<file path="config.mk">
export PLATFORM = sky130hd
export DESIGN_NAME = input_conditioner
export DESIGN_NICKNAME = d
export VERILOG_FILES = /design/src/rtl/input_conditioner.sv
export SDC_FILE = /design/constraint.sdc
export NUM_CORES = 1
export LEC_CHECK = 0
export CAP_MARGIN = 10
export CORE_ASPECT_RATIO = 1.1
export CORE_MARGIN = 4
export CORE_UTILIZATION = 35
export CTS_CLUSTER_DIAMETER = 100
export DETAILED_ROUTE_END_ITERATION = 7
export GPL_TIMING_DRIVEN = 0
export PLACE_DENSITY_LB_ADDON = 0.2
export SLEW_MARGIN = 20
export SYNTH_ARGS = -nofsm -noshare
export SYNTH_HDL_FRONTEND = slang
export SYNTH_SLANG_ARGS = --single-unit
</file>
<file path="constraint.sdc">
create_clock -name clk -period 3.16 [get_ports clk]
set_clock_uncertainty 0.15 [all_clocks]
set_input_delay 0.316 -clock clk [delete_from_list [all_inputs] [get_ports clk]]
set_output_delay 0.316 -clock clk [all_outputs]
set_load 0.05 [all_outputs]
</file>
<file path="src/rtl/input_conditioner.sv">
// Player-control conditioning for the runner: 2-flop synchronisers, per-input
// debounce with live-selectable threshold, minimum-length jump shaping and jump-over-duck priority.
module input_conditioner #(
  parameter int unsigned DEBOUNCE_CYCLES      = 66000,
  parameter int unsigned SLOW_DEBOUNCE_CYCLES = 330000,
  parameter int unsigned JUMP_HOLD_CYCLES     = 1000000
) (
  input  logic        clk,
  input  logic        rst,
  input  logic        jump_raw,
  input  logic        duck_raw,
  input  logic        slow,
  output logic        jumping,
  output logic        ducking,
  output logic        jump_pulse,
  output logic [15:0] jump_count
);

  localparam int unsigned MAX_T = (DEBOUNCE_CYCLES > SLOW_DEBOUNCE_CYCLES) ?
                                  DEBOUNCE_CYCLES : SLOW_DEBOUNCE_CYCLES;
  localparam int unsigned CW = $clog2(MAX_T + 1);
  localparam int unsigned HW = $clog2(JUMP_HOLD_CYCLES + 1);

  typedef enum logic [1:0] {IDLE, HOLD, RELEASE} state_t;

  // Index 0 = jump, index 1 = duck
  logic [1:0]    sync1, sync2;
  logic [1:0]    stable;
  logic [CW-1:0] deb_cnt [2];
  logic [CW-1:0] thresh;

  logic          stable_jump_d;
  logic [HW-1:0] hold_cnt;
  logic [15:0]   count_q;
  state_t        state, next_state;
  logic          load_hold;

  assign thresh     = slow ? CW'(SLOW_DEBOUNCE_CYCLES) : CW'(DEBOUNCE_CYCLES);
  assign jump_count = count_q;

  always_ff @(posedge clk or posedge rst) begin
    if (rst) begin
      sync1 <= '0;
      sync2 <= '0;
    end else begin
      sync1 <= {duck_raw, jump_raw};
      sync2 <= sync1;
    end
  end

  // Compare count+1 so a threshold lowered mid-count flips on the next differing cycle
  always_ff @(posedge clk or posedge rst) begin
    if (rst) begin
      stable <= '0;
      for (int unsigned i = 0; i < 2; i++) deb_cnt[i] <= '0;
    end else begin
      for (int unsigned i = 0; i < 2; i++) begin
        if (sync2[i] == stable[i]) begin
          deb_cnt[i] <= '0;
        end else if ((deb_cnt[i] + CW'(1)) >= thresh) begin
          stable[i]  <= ~stable[i];
          deb_cnt[i] <= '0;
        end else begin
          deb_cnt[i] <= deb_cnt[i] + CW'(1);
        end
      end
    end
  end

  always_comb begin
    next_state = state;
    load_hold  = 1'b0;
    case (state)
      IDLE: begin
        if (stable[0] && !stable_jump_d) begin
          next_state = HOLD;
          load_hold  = 1'b1;
        end
      end
      HOLD: begin
        if (hold_cnt == '0) next_state = stable[0] ? RELEASE : IDLE;
      end
      RELEASE: begin
        if (!stable[0]) next_state = IDLE;
      end
      default: next_state = IDLE;
    endcase
  end

  // Outputs registered from next_state so ducking drops on the edge jumping rises
  always_ff @(posedge clk or posedge rst) begin
    if (rst) begin
      state         <= IDLE;
      stable_jump_d <= 1'b0;
      hold_cnt      <= '0;
      count_q       <= '0;
      jumping       <= 1'b0;
      ducking       <= 1'b0;
      jump_pulse    <= 1'b0;
    end else begin
      state         <= next_state;
      stable_jump_d <= stable[0];
      jumping       <= (next_state != IDLE);
      ducking       <= stable[1] && (next_state == IDLE);
      jump_pulse    <= load_hold;
      if (load_hold) begin
        hold_cnt <= HW'(JUMP_HOLD_CYCLES - 1);
        if (count_q != '1) count_q <= count_q + 16'd1;
      end else if (state == HOLD && hold_cnt != '0) begin
        hold_cnt <= hold_cnt - HW'(1);
      end
    end
  end

endmodule

</file>
==> impl_results.md <==
- DR DRC count: 0
- Crit end category: flop
- Max Root-Sink Buffers: 2
- WL/cell: around 15 um
- Yosys reg bits: 86
- Tot GR Track Use: about 14%
- Core area: roughly 13000 um2
- Commonest cells in the netlist: 86 x dfrtp_1, 55 x nor2_1, 35 x xnor2_1, 30 x nand2_1, 30 x xor2_1
- Top-count cell post-synth: dfrtp_1
- Num ports: 24
- Slew margin rel.: between 50% and 60%
- Combinational share of power: under 10%
- Net Sw Frac: 24.5%
- Syn Std Cell Area: approximately 4600 um2
- Worst Path Required: 3.24 ns
- Row Count: 43
- Peak VDD IR: between 0.2 and 0.25 mV
- Die height: 128 um
- Vias after detailed routing: 3630
- Final #Nets: 550
- Pre-CTS WS: -0.510 ns
- CP Class: flop to flop
- Final hold vios: 0
- Detailed Routing Iterations Pass 1: 4
- Synth Flop Type: dfrtp_1
- Worst setup SP type: flop
- Fin. max-slew vios: 0
- Endpoints failing setup: 0
- Setup TNS: 0 ns
- Clock power frac: 44.0%
- Lkg Pwr: 2.56 nW
- Mean Syn Cell Area: around 10 um2
- Post-synthesis net count: approximately 480
- Fin crit share: about 100%
- H-tree depth: 3
- First-pass GRT wire length: around 17000 um
- RSZ-0062 raised after global routing: true
- DIE AREA: between 15000 and 20000 um2
- Max Cap Violations: 0
- Post-synthesis async set-or-reset flop share: 100%
- Arrival time at the worst endpoint: roughly 3.2 ns
- Top cell type by total area after synthesis: dfrtp_1
- Syn Inst Count: ~460
- Max Clk Rate: approximately 0.32 GHz
- Yosys top cell area share: a little under half
- DRT iter0 DRCs: 171
- Vias in the first global route: approximately 3.5k
- Port Buffers: 23
- Min-Delay Path Class: flop to flop
- Share of the yosys chip area belonging to registers: 46.7%
- Part of the power in registers: 49.4%
- Net Switching: 0.557 mW
- Worst-margin pin slew: ~0.63 ns
- Share of layout cells above drive strength 1: a little over a quarter
- Avg Vias per Cell: between 5 and 6
- Initial antenna violation count: 0
- Root buf cell: clkbuf_16
- HPWL after detailed placement: 6520 um
- # diodes: 0
- Total gr overflow: 0
- P_int: 1.72 mW
- Num CTS Buffers: 9
- Setup slack after layout: approximately 0.014 ns
- Power density over cell area: 376 nW/um2
- Hold Buf Count CTS: 0
- Starting Density: 36.1%
- Clock Latency Late Sink: between 0.3 and 0.4 ns
- YS warnings: 0
- CTS Sinks: between 80 and 90
- Yosys cell types: 58
- Routed Antenna Nets: 0
- Total wire length: just over 10000 um
- Period minus WS final: roughly 3.1 ns
- Number of flops mapped to enable cells by yosys: 0
- CP max FO: 3
- Syn-to-layout area delta: 31.3%
- Clk slew on worst S/H paths: ~0.060 ns
- CTS tree: built
- RD Place Congestion: 0.821
- Outcome: finished clean
- Top post-synthesis cells by area: dfrtp_1 47%, xnor2_1 6.7%, xor2_1 5.7%, nor2_1 4.5%, ha_1 3.3%
- Die W: 117 um
- Pin count of the biggest net entering global routing: between 40 and 50
## critical path: stages, from the launching register on
cell,delay [ns]
dfrtp_1,0.42
ha_4,0.17
nand3_4,0.09
nor2_4,0.14
xor2_2,0.20
ha_4,0.24
nor2b_4,0.12
nor3b_4,0.15
a2111oi_2,0.27
and4b_2,0.30
o41ai_4,0.29
buf_4,0.19
a21oi_2,0.04
a221o_1,0.27
## stage by stage
stage / std cells / area [um2] / power [mW] / hold WS [ns] / utilization [%]
detailed placement: 640 / 5070 / 1.23 / 0.188 / 39.8
CTS: 670 / 5580 / 2.27 / 0.203 / 43.8
global placement: 639 / 5040 / 1.23 / 0.188 / 39.5
floorplan: 459 / 4610 / 1.20 / 0.181 / -
global route: 695 / 6050 / 2.38 / 0.205 / 47.4
finish: 695 / 6050 / 2.27 / 0.200 / 47.4
## path summary, 6_finish.rpt
kind                                           start                 endpoint  slack (ns)  depth (start not counted)
worst max-delay path            deb_cnt[1]$_DFF_PP0_    stable[1]$_DFFE_PP0P_        0.01                         13
worst min-delay path              sync1[1]$_DFF_PP0_       sync2[1]$_DFF_PP0_        0.20                          0
worst max register to register  deb_cnt[1]$_DFF_PP0_    stable[1]$_DFFE_PP0P_        0.01                         13
worst min register to register    sync1[1]$_DFF_PP0_       sync2[1]$_DFF_PP0_        0.20                          0
max in group asynchronous                        rst     deb_cnt[0]$_DFF_PP0_        1.99                          3
min in group asynchronous                        rst  hold_cnt[3]$_DFFE_PP0P_        0.24                          2
## final cells by class
cell class / count / area (um2)
Buffer: 13 / 115
Fill cell: 1156 / 6710
Clock buffer: 9 / 225
Tap cell: 157 / 196
Multi-Input combinational cell: 346 / 2650
Sequential cell: 86 / 2160
Inverter: 13 / 51.3
Clock inverter: 7 / 48.8
Timing Repair Buffer: 64 / 599
## power groups by stage
stage                     Sequential, mW  Combinational (mW)  Clock (mW)
final                               1.12               0.151       0.999
after global routing                1.12               0.167        1.09
after CTS                           1.12               0.115        1.04
after detailed placement            1.14              0.0875           0
after global placement              1.14              0.0817           0
after floorplan                     1.14              0.0567           0
## repair_timing
action / 4_1_cts / 5_1_grt
cloned: 0 / 2
resized for setup: 31 / 68
buffers inserted: 15 / 23
endpoints found under the setup margin: 38 / 37
pin swaps: 11 / 34
## routing by layer
| metal | track usage, % | vias up | part of all wire (%) |
|---|---|---|---|
| met1 | 18.2 | 1790 | 47 |
| met3 | 3.75 | 13 | 3.1 |
| met4 | 5.04 | 0 | 1.6 |
| met5 | 0 | - | 0 |
| met2 | 22.3 | 49 | 48 |
| li1 | - | 1778 | - |
## layout by cell type (no fill, tap or decap), drive strengths merged, types with 2 or more instances in the layout
cell / count
a2111oi: 2
a21oi: 11
a221o: 2
a31oi: 7
and2: 2
and3: 11
and4: 9
and4b: 2
buf: 47
clkbuf: 16
clkdlybuf4s50: 23
clkinv: 4
dfrtp: 86
ha: 12
inv: 15
mux2i: 2
nand2: 30
nand2b: 2
nand3: 22
nand3b: 3
nand4: 14
nor2: 55
nor2b: 17
nor3: 23
nor3b: 2
nor4: 7
nor4b: 3
o211a: 3
o211ai: 3
o21ai: 8
or2: 3
or3: 3
or3b: 4
or4: 6
xnor2: 35
xor2: 30
## cell families (layout without fill, tap and decap cells)
| kind of cell | after synthesis | after routing | share of synthesized area (%) |
|---|---|---|---|
| flip-flops | 86 | 86 | 46.7 |
| buffers and inverters | 27 | 106 | 2.77 |
| AND/OR/NAND/NOR | 220 | 220 | 26.7 |
| multiplexers | 3 | 3 | 0.679 |
| adder cells (fa/ha/maj) | 12 | 12 | 3.26 |
| XOR/XNOR | 65 | 65 | 12.4 |
| AO/OA/AOI/OAI | 46 | 46 | 7.47 |
## sequential cells by signal (all words and copies together), names as in the netlist
| signal | count |
|---|---|
| deb_cnt | 38 |
| ducking | 1 |
| hold_cnt | 20 |
| jumping | 1 |
| stable_jump_d | 1 |
| sync2 | 2 |
| sync1 | 2 |
| jump_pulse | 1 |
| state | 2 |
| stable | 2 |
| jump_count | 16 |
Power figures use the tool's default switching activity.
